$ cat config.mk
export PLATFORM = sky130hd
export DESIGN_NAME = uart_receiver_ext
export DESIGN_NICKNAME = d
export VERILOG_FILES = /design/src/rtl/uart_pkg.sv /design/src/rtl/uart_rx_fifo.sv /design/src/rtl/uart_receiver_ext.sv
export SDC_FILE = /design/constraint.sdc
export NUM_CORES = 1
export LEC_CHECK = 0
export ABC_CLOCK_PERIOD_IN_PS = 3700
export CORE_ASPECT_RATIO = 1.25
export CORE_MARGIN = 8
export CORE_UTILIZATION = 35
export DETAILED_ROUTE_END_ITERATION = 6
export PLACE_DENSITY = 0.58
export SLEW_MARGIN = 20
export SYNTH_ARGS = -nofsm -noshare
export SYNTH_HDL_FRONTEND = slang
export SYNTH_SLANG_ARGS = --single-unit
export TNS_END_PERCENT = 1
$ cat constraint.sdc
create_clock -name clk -period 3.7 [get_ports clk]
set_input_delay 0.37 -clock clk [delete_from_list [all_inputs] [get_ports clk]]
set_output_delay 0.37 -clock clk [all_outputs]
set_load 0.01 [all_outputs]
$ cat src/rtl/uart_pkg.sv
// Shared types and constants for the extended UART receiver.
// Baud divisor table, parity encodings, FSM states, FIFO entry layout.
package uart_pkg;

  localparam int DATA_W  = 9;
  localparam int ENTRY_W = 12;
  localparam int DIV_W   = 16;

  localparam logic [1:0] PAR_NONE = 2'b00;
  localparam logic [1:0] PAR_EVEN = 2'b01;
  localparam logic [1:0] PAR_ODD  = 2'b10;

  typedef enum logic [2:0] {
    ST_IDLE,
    ST_START,
    ST_DATA,
    ST_PARITY,
    ST_STOP1,
    ST_STOP2,
    ST_PUSH,
    ST_WAIT_HIGH
  } state_t;

  function automatic int unsigned baud_rate(input logic [2:0] sel);
    int unsigned b;
    case (sel)
      3'd0:    b = 300;
      3'd1:    b = 1200;
      3'd2:    b = 4800;
      3'd3:    b = 9600;
      3'd4:    b = 19200;
      3'd5:    b = 38400;
      3'd6:    b = 57600;
      default: b = 115200;
    endcase
    return b;
  endfunction

  // Rounded clocks per oversample tick.
  function automatic int unsigned baud_div(
    input int unsigned clk_hz,
    input int unsigned os,
    input logic [2:0]  sel
  );
    int unsigned d;
    d = baud_rate(sel) * os;
    return (clk_hz + d / 2) / d;
  endfunction

endpackage

$ cat src/rtl/uart_rx_fifo.sv
// Frame FIFO for the UART receiver.
// Head entry and valid flag come straight from registers.
import uart_pkg::*;

module uart_rx_fifo #(
  parameter int WIDTH = ENTRY_W,
  parameter int DEPTH = 4
) (
  input  logic             clk,
  input  logic             reset,
  input  logic             push,
  input  logic [WIDTH-1:0] wdata,
  input  logic             pop,
  output logic [WIDTH-1:0] head,
  output logic             valid,
  output logic             full,
  output logic             empty
);

  localparam int AW = $clog2(DEPTH);

  logic [WIDTH-1:0] mem [DEPTH];
  logic [AW-1:0]    wr_ptr;
  logic [AW-1:0]    rd_ptr;
  logic [AW-1:0]    rd_nx;
  logic [AW:0]      count;
  logic [AW:0]      count_nx;
  logic             pop_ok;
  logic             push_ok;

  assign empty    = (count == '0);
  assign full     = (count == (AW+1)'(DEPTH));
  assign pop_ok   = pop && !empty;
  assign push_ok  = push && (!full || pop_ok);
  assign rd_nx    = rd_ptr + AW'(pop_ok);
  assign count_nx = count + (AW+1)'(push_ok)
                  - (AW+1)'(pop_ok);

  always_ff @(posedge clk) begin
    if (push_ok) mem[wr_ptr] <= wdata;
  end

  always_ff @(posedge clk) begin
    if (reset) begin
      wr_ptr <= '0;
      rd_ptr <= '0;
      count  <= '0;
      head   <= '0;
      valid  <= 1'b0;
    end else begin
      if (push_ok) wr_ptr <= wr_ptr + AW'(1);
      rd_ptr <= rd_nx;
      count  <= count_nx;
      valid  <= (count_nx != '0);
      // Bypass when the entry being written becomes the new head.
      if (count_nx == '0)
        head <= '0;
      else if (push_ok && wr_ptr == rd_nx)
        head <= wdata;
      else
        head <= mem[rd_nx];
    end
  end

endmodule

$ cat src/rtl/uart_receiver_ext.sv
// Configurable UART receiver: 5-9 data bits, parity, 1/2 stop bits,
// majority-vote sampling, break detection and a frame FIFO.
import uart_pkg::*;

module uart_receiver_ext #(
  parameter int CLK_HZ     = 50000000,
  parameter int OVERSAMPLE = 16,
  parameter int FIFO_DEPTH = 4
) (
  input  logic       clk,
  input  logic       reset,
  input  logic       RX_EN,
  input  logic       RxD,
  input  logic [2:0] baud_select,
  input  logic [1:0] data_bits,
  input  logic       nine_bit,
  input  logic [1:0] parity_mode,
  input  logic       stop_two,
  output logic [8:0] Rx_DATA,
  output logic       Rx_PERROR,
  output logic       Rx_FERROR,
  output logic       Rx_BREAK,
  output logic       Rx_VALID,
  input  logic       Rx_READY,
  output logic       Rx_OVERRUN,
  input  logic       ovr_clr
);

  localparam int SCW = $clog2(OVERSAMPLE);
  localparam logic [SCW-1:0] S_LO  = SCW'(OVERSAMPLE/2 - 1);
  localparam logic [SCW-1:0] S_MID = SCW'(OVERSAMPLE/2);
  localparam logic [SCW-1:0] S_HI  = SCW'(OVERSAMPLE/2 + 1);
  localparam logic [SCW-1:0] S_END = SCW'(OVERSAMPLE - 1);

  state_t state, state_nx;

  logic             sync1, rxs, rxs_q;
  logic [DIV_W-1:0] div_tab [8];
  logic [DIV_W-1:0] cnt;
  logic [SCW-1:0]   sc;
  logic [2:0]       smp;
  logic [2:0]       cfg_baud;
  logic [1:0]       cfg_par;
  logic             cfg_stop2;
  logic [3:0]       nbits, bit_idx;
  logic [8:0]       shreg;
  logic             par_acc, perr, ferr;
  logic             all_zero, last_low;
  logic             run, tick, samp, bit_end;
  logic             fall, start, maj, par_en;
  logic             push, ovr_set;
  logic             fifo_full, fifo_empty;
  logic [ENTRY_W-1:0] entry, head;

  for (genvar g = 0; g < 8; g++) begin : g_div
    assign div_tab[g] =
      DIV_W'(baud_div(CLK_HZ, OVERSAMPLE, 3'(g)));
  end

  always_ff @(posedge clk) begin
    if (reset) begin
      sync1 <= 1'b1;
      rxs   <= 1'b1;
      rxs_q <= 1'b1;
    end else begin
      sync1 <= RxD;
      rxs   <= sync1;
      rxs_q <= rxs;
    end
  end

  assign fall    = rxs_q && !rxs;
  assign start   = (state == ST_IDLE) && RX_EN && fall;
  assign run     = RX_EN && (state != ST_IDLE);
  assign tick    = run && (cnt == div_tab[cfg_baud] - DIV_W'(1));
  assign samp    = tick && (sc == S_LO || sc == S_MID || sc == S_HI);
  assign bit_end = tick && (sc == S_END);
  assign maj     = (smp[0] & smp[1]) | (smp[0] & smp[2])
                 | (smp[1] & smp[2]);
  assign par_en  = (cfg_par == PAR_EVEN) || (cfg_par == PAR_ODD);

  always_ff @(posedge clk) begin
    if (reset || !run || tick) cnt <= '0;
    else                       cnt <= cnt + DIV_W'(1);
  end

  // In WAIT_HIGH the sub-bit count only advances while the line is high.
  always_ff @(posedge clk) begin
    if (reset || !run || state == ST_PUSH)
      sc <= '0;
    else if (state == ST_WAIT_HIGH && !rxs)
      sc <= '0;
    else if (tick)
      sc <= (sc == S_END) ? '0 : sc + SCW'(1);
  end

  always_ff @(posedge clk) begin
    if (reset)     smp <= '0;
    else if (samp) smp <= {smp[1:0], rxs};
  end

  always_ff @(posedge clk) begin
    if (reset) state <= ST_IDLE;
    else       state <= state_nx;
  end

  always_comb begin
    state_nx = state;
    unique case (state)
      ST_IDLE:
        if (start) state_nx = ST_START;
      ST_START:
        if (bit_end) state_nx = maj ? ST_IDLE : ST_DATA;
      ST_DATA:
        if (bit_end && bit_idx == nbits - 4'd1)
          state_nx = par_en ? ST_PARITY : ST_STOP1;
      ST_PARITY:
        if (bit_end) state_nx = ST_STOP1;
      ST_STOP1:
        if (bit_end)
          state_nx = cfg_stop2 ? ST_STOP2 : ST_PUSH;
      ST_STOP2:
        if (bit_end) state_nx = ST_PUSH;
      ST_PUSH:
        state_nx = last_low ? ST_WAIT_HIGH : ST_IDLE;
      ST_WAIT_HIGH:
        if (bit_end && rxs) state_nx = ST_IDLE;
      default:
        state_nx = ST_IDLE;
    endcase
    if (!RX_EN) state_nx = ST_IDLE;
  end

  always_ff @(posedge clk) begin
    if (reset) begin
      cfg_baud  <= '0;
      cfg_par   <= PAR_NONE;
      cfg_stop2 <= 1'b0;
      nbits     <= '0;
      bit_idx   <= '0;
      shreg     <= '0;
      par_acc   <= 1'b0;
      perr      <= 1'b0;
      ferr      <= 1'b0;
      all_zero  <= 1'b0;
      last_low  <= 1'b0;
    end else if (start) begin
      cfg_baud  <= baud_select;
      cfg_par   <= parity_mode;
      cfg_stop2 <= stop_two;
      nbits     <= nine_bit ? 4'd9
                            : 4'd5 + {2'b00, data_bits};
      bit_idx   <= '0;
      shreg     <= '0;
      par_acc   <= 1'b0;
      perr      <= 1'b0;
      ferr      <= 1'b0;
      all_zero  <= 1'b1;
      last_low  <= 1'b0;
    end else if (bit_end) begin
      case (state)
        ST_DATA: begin
          shreg[bit_idx] <= maj;
          par_acc        <= par_acc ^ maj;
          all_zero       <= all_zero & ~maj;
          bit_idx        <= bit_idx + 4'd1;
        end
        ST_PARITY: begin
          perr     <= par_acc ^ maj ^ (cfg_par == PAR_ODD);
          all_zero <= all_zero & ~maj;
        end
        ST_STOP1: begin
          if (!maj) ferr <= 1'b1;
          all_zero <= all_zero & ~maj;
          last_low <= ~maj;
        end
        ST_STOP2: begin
          if (!maj) ferr <= 1'b1;
          last_low <= ~maj;
        end
        default: ;
      endcase
    end
  end

  assign push  = (state == ST_PUSH);
  assign entry = all_zero ? {9'd0, perr, 1'b1, 1'b1}
                          : {shreg, perr, ferr, 1'b0};

  uart_rx_fifo #(
    .WIDTH (ENTRY_W),
    .DEPTH (FIFO_DEPTH)
  ) u_fifo (
    .clk   (clk),
    .reset (reset),
    .push  (push),
    .wdata (entry),
    .pop   (Rx_READY && !fifo_empty),
    .head  (head),
    .valid (Rx_VALID),
    .full  (fifo_full),
    .empty (fifo_empty)
  );

  assign Rx_DATA   = head[11:3];
  assign Rx_PERROR = head[2];
  assign Rx_FERROR = head[1];
  assign Rx_BREAK  = head[0];

  assign ovr_set = push && fifo_full
                && !(Rx_READY && !fifo_empty);

  always_ff @(posedge clk) begin
    if (reset)        Rx_OVERRUN <= 1'b0;
    else if (ovr_set) Rx_OVERRUN <= 1'b1;
    else if (ovr_clr) Rx_OVERRUN <= 1'b0;
  end

endmodule

==> results.cfg <==
[power_and_ir_drop]
power_density_nw_per_um2 = 536
ir_drop_uv = 248
clkPwrFrac = 0.405
power_leakage_nw = 2.52
switching_share = 0.272
pwr-share-seq = 0.387
internal_power_mw = 2.88
p_sw_mw = 1.08
combPwrFrac = 0.208

[outcome]
status = finished clean

[layout]
syn_to_final_growth_pct = 18.0
multi_input_area_um2 = 3050
fin_nets = 667
stdcell_area_um2 = 7390
fin_util = 0.422
regArea_um2 = 3000
diodes = 0
drive_gt1_frac = 0.130
nFillCells = 1661

[worst_setup_path]
crit_start = cfg_baud[0]
crit_cells = 15
critPathLaunchType = flip-flop
arrival_ns = 3.70
timing.rr.start = cfg_baud[0]
path_buf_inv = 3
r2r-end = shreg[0]
worst_setup_path_end_kind = flip-flop
worst-path-max-fanout = 12
critPathTopFamily = simple AND/OR/NAND/NOR gates
path_class = flip-flop to flip-flop
critical_path_required_ns = 4.04
endpoint = shreg[0]
critPathSlowestCell = dfxtp_1
reg2reg_depth = 15
path_cells = inv_1 -> ha_1 -> nand2_1 -> nand2_1 -> ha_1 -> xor2_1 -> nand3_1 -> a2111oi_4 -> o211ai_2 -> nor4b_4 -> buf_4 -> nand3_2 -> buf_4 -> nor3_1 -> mux2i_1
slowest_delay_ns = 0.40
r2r_slack_ns = 0.35

[synth]
synth_area_leaders = dfxtp_1, edfxtp_1, ha_1
synth_cell_types = 67
synth.avg_cell_area_um2 = 10.6
ys_ff_latch = 126
synth_fp_nets = 632
ys_async_sr_fraction = 0
yosysWarnings = 0
synth_most_common_cell = dfxtp_1
synth_common_cells = dfxtp_1, nor2_1, nand2_1, edfxtp_1, mux2i_1
netlist.area_leader.share = 0.249
synth_cells = 590
synth_top_cell_by_area = dfxtp_1
synth-seq-area-share = 0.480
synthesis.area_um2 = 6260
yosys_most_used_dff = dfxtp_1
synth_edf_count = 48

[route]
drc = 0
vias = 4276
drtPass1Iterations = 4
wl_um = 12700
wl_per_cell_um = 14.8
antenna_left = 0
viasPerCell = 4.96
dr.first_iter.drc_count = 266

[sta]
skew_ns = 0.0102
relSlewSlack = 0.335
hold_viol_final = 0
rsz0062_at_grt = false
max_clock_freq_ghz = 0.298
setup_viol = 0
worst_pin_slew_ns = 0.985
hold_slack_ns = 0.411
report.final.slew_viol_count = 0
period_share = 0.907
finalWorstSetupSlack_ns = 0.346
tns_ns = 0
min_period_ns = 3.35

[die]
die_y_um = 166
rows = 54
core_area_um2 = 17500
die-area_um2 = 22500
ioPinCount = 29
initial_utilization = 0.358
die_x_um = 136

[placement]
place_congestion = 0.841
preCtsSetupSlack_ns = 0.152
placed_cell_area_um2 = 6800
io_buffers = 28
hpwl_um = 9140

[grt]
antenna_found_initial = 0
grt_start_max_net_pins = 20
grt_pass1_vias = 4388
overflow = 0
track_usage = 0.120
grt_pass1_wl_um = 21400

[clock_network]
clkTransAtPathRegs_ns = 0.06
tritoncts = yes
cts.htree.levels = 4
clock-sinks = 126
cts_root_buffer = clkbuf_16
cts_buffers = 17
clk_latency_ns = 0.42
clock_path_buffers = 2
cts-hold-fix-buffers = 0

[worst_hold_path]
min_path_type = flip-flop to flip-flop

[job]
drv_cap = 0
## worst reg2reg max path: stages, from the launching register on
cell	delay (ns)
dfxtp_1	0.40
inv_1	0.12
ha_1	0.27
nand2_1	0.09
nand2_1	0.05
ha_1	0.31
xor2_1	0.17
nand3_1	0.16
a2111oi_4	0.35
o211ai_2	0.16
nor4b_4	0.23
buf_4	0.18
nand3_2	0.12
buf_4	0.21
nor3_1	0.25
mux2i_1	0.21
## layout make-up
cell class / count / area share
Timing Repair Buffer: 42 / 0.0522
Clock buffer: 18 / 0.0610
Tap cell: 224 / 0.0379
Inverter: 25 / 0.0127
Sequential cell: 126 / 0.407
Clock inverter: 14 / 0.0169
Multi-Input combinational cell: 413 / 0.413
## kinds of logic after synthesis
kind of cell / Yosys count / synth area share
buf+inv: 51 / 0.0338
compound gates: 72 / 0.0811
simple gates: 226 / 0.195
mux: 43 / 0.0927
fa+ha+maj: 27 / 0.0552
xor+xnor: 45 / 0.0629
flops: 126 / 0.480
## registers in the layout, indices dropped and copies added (netlist names), 2 cells and up
register,flops
nbits,4
smp,3
cnt,16
cfg_baud,3
u_fifo.wr_ptr,2
u_fifo.count,3
cfg_par,2
u_fifo.mem,48
state,3
bit_idx,4
u_fifo.head,12
sc,4
u_fifo.rd_ptr,2
shreg,9
## placed cells by master (no fill, tap or decap), types with 4 or more instances in the layout
master,synthesis,layout
and3_1,5,5
ha_1,26,26
nand2b_1,12,12
nand3_1,12,12
o211ai_1,5,5
nor3_2,5,5
inv_8,0,4
o21ai_0,14,14
xnor2_1,27,27
nor2b_1,17,17
clkbuf_16,0,18
clkinv_4,0,4
buf_4,2,14
or2_2,4,4
inv_1,25,25
edfxtp_1,48,48
nor3_1,17,17
a21oi_1,19,19
nor2_1,60,60
or3_1,6,6
mux4_2,12,12
dfxtp_1,78,77
xor2_1,18,18
and2_1,5,5
or4_1,5,5
mux2i_1,31,31
nand2_1,53,53
clkdlybuf4s50_1,0,28
a31o_2,4,4
## stage by stage
step           instances  total power, mW
3_3_place_gp         829             2.38
3_5_place_dp         829             2.41
2_1_floorplan        590             2.18
6_report             862             3.96
5_1_grt              862             4.14
4_1_cts              861             4.02
## power by group through the flow
| stage | logic [mW] | registers (mW) | clock network, mW |
|---|---|---|---|
| 5_1_grt | 0.906 | 1.54 | 1.70 |
| 3_5_place_dp | 0.847 | 1.56 | 0 |
| 3_3_place_gp | 0.822 | 1.56 | 0 |
| 2_1_floorplan | 0.608 | 1.57 | 0 |
| 6_report | 0.824 | 1.53 | 1.60 |
| 4_1_cts | 0.851 | 1.53 | 1.64 |
## worst min-delay path by stage
stage	startpoint	end	slack [ns]	cells past startpoint
after floorplan	sync1	rxs	0.39	1
after global placement	sync1	rxs	0.40	1
after detailed placement	sync1	rxs	0.40	1
after CTS	sync1	rxs	0.41	1
after global routing	sync1	rxs	0.44	1
final	sync1	rxs	0.41	1
## timing repair
action,4_1_cts,5_1_grt
setup buffers,0,1
gates resized for setup,0,1
setup endpoints to repair,0,9
## metal layers
layer  share of wire  GRT usage  up-vias
met5               0          0        -
met4           0.021     0.0577        0
met1            0.45      0.135     2036
met3           0.029     0.0263       20
li1                -          -     2166
met2            0.50      0.210       54
(Power assumes the default switching activity.)
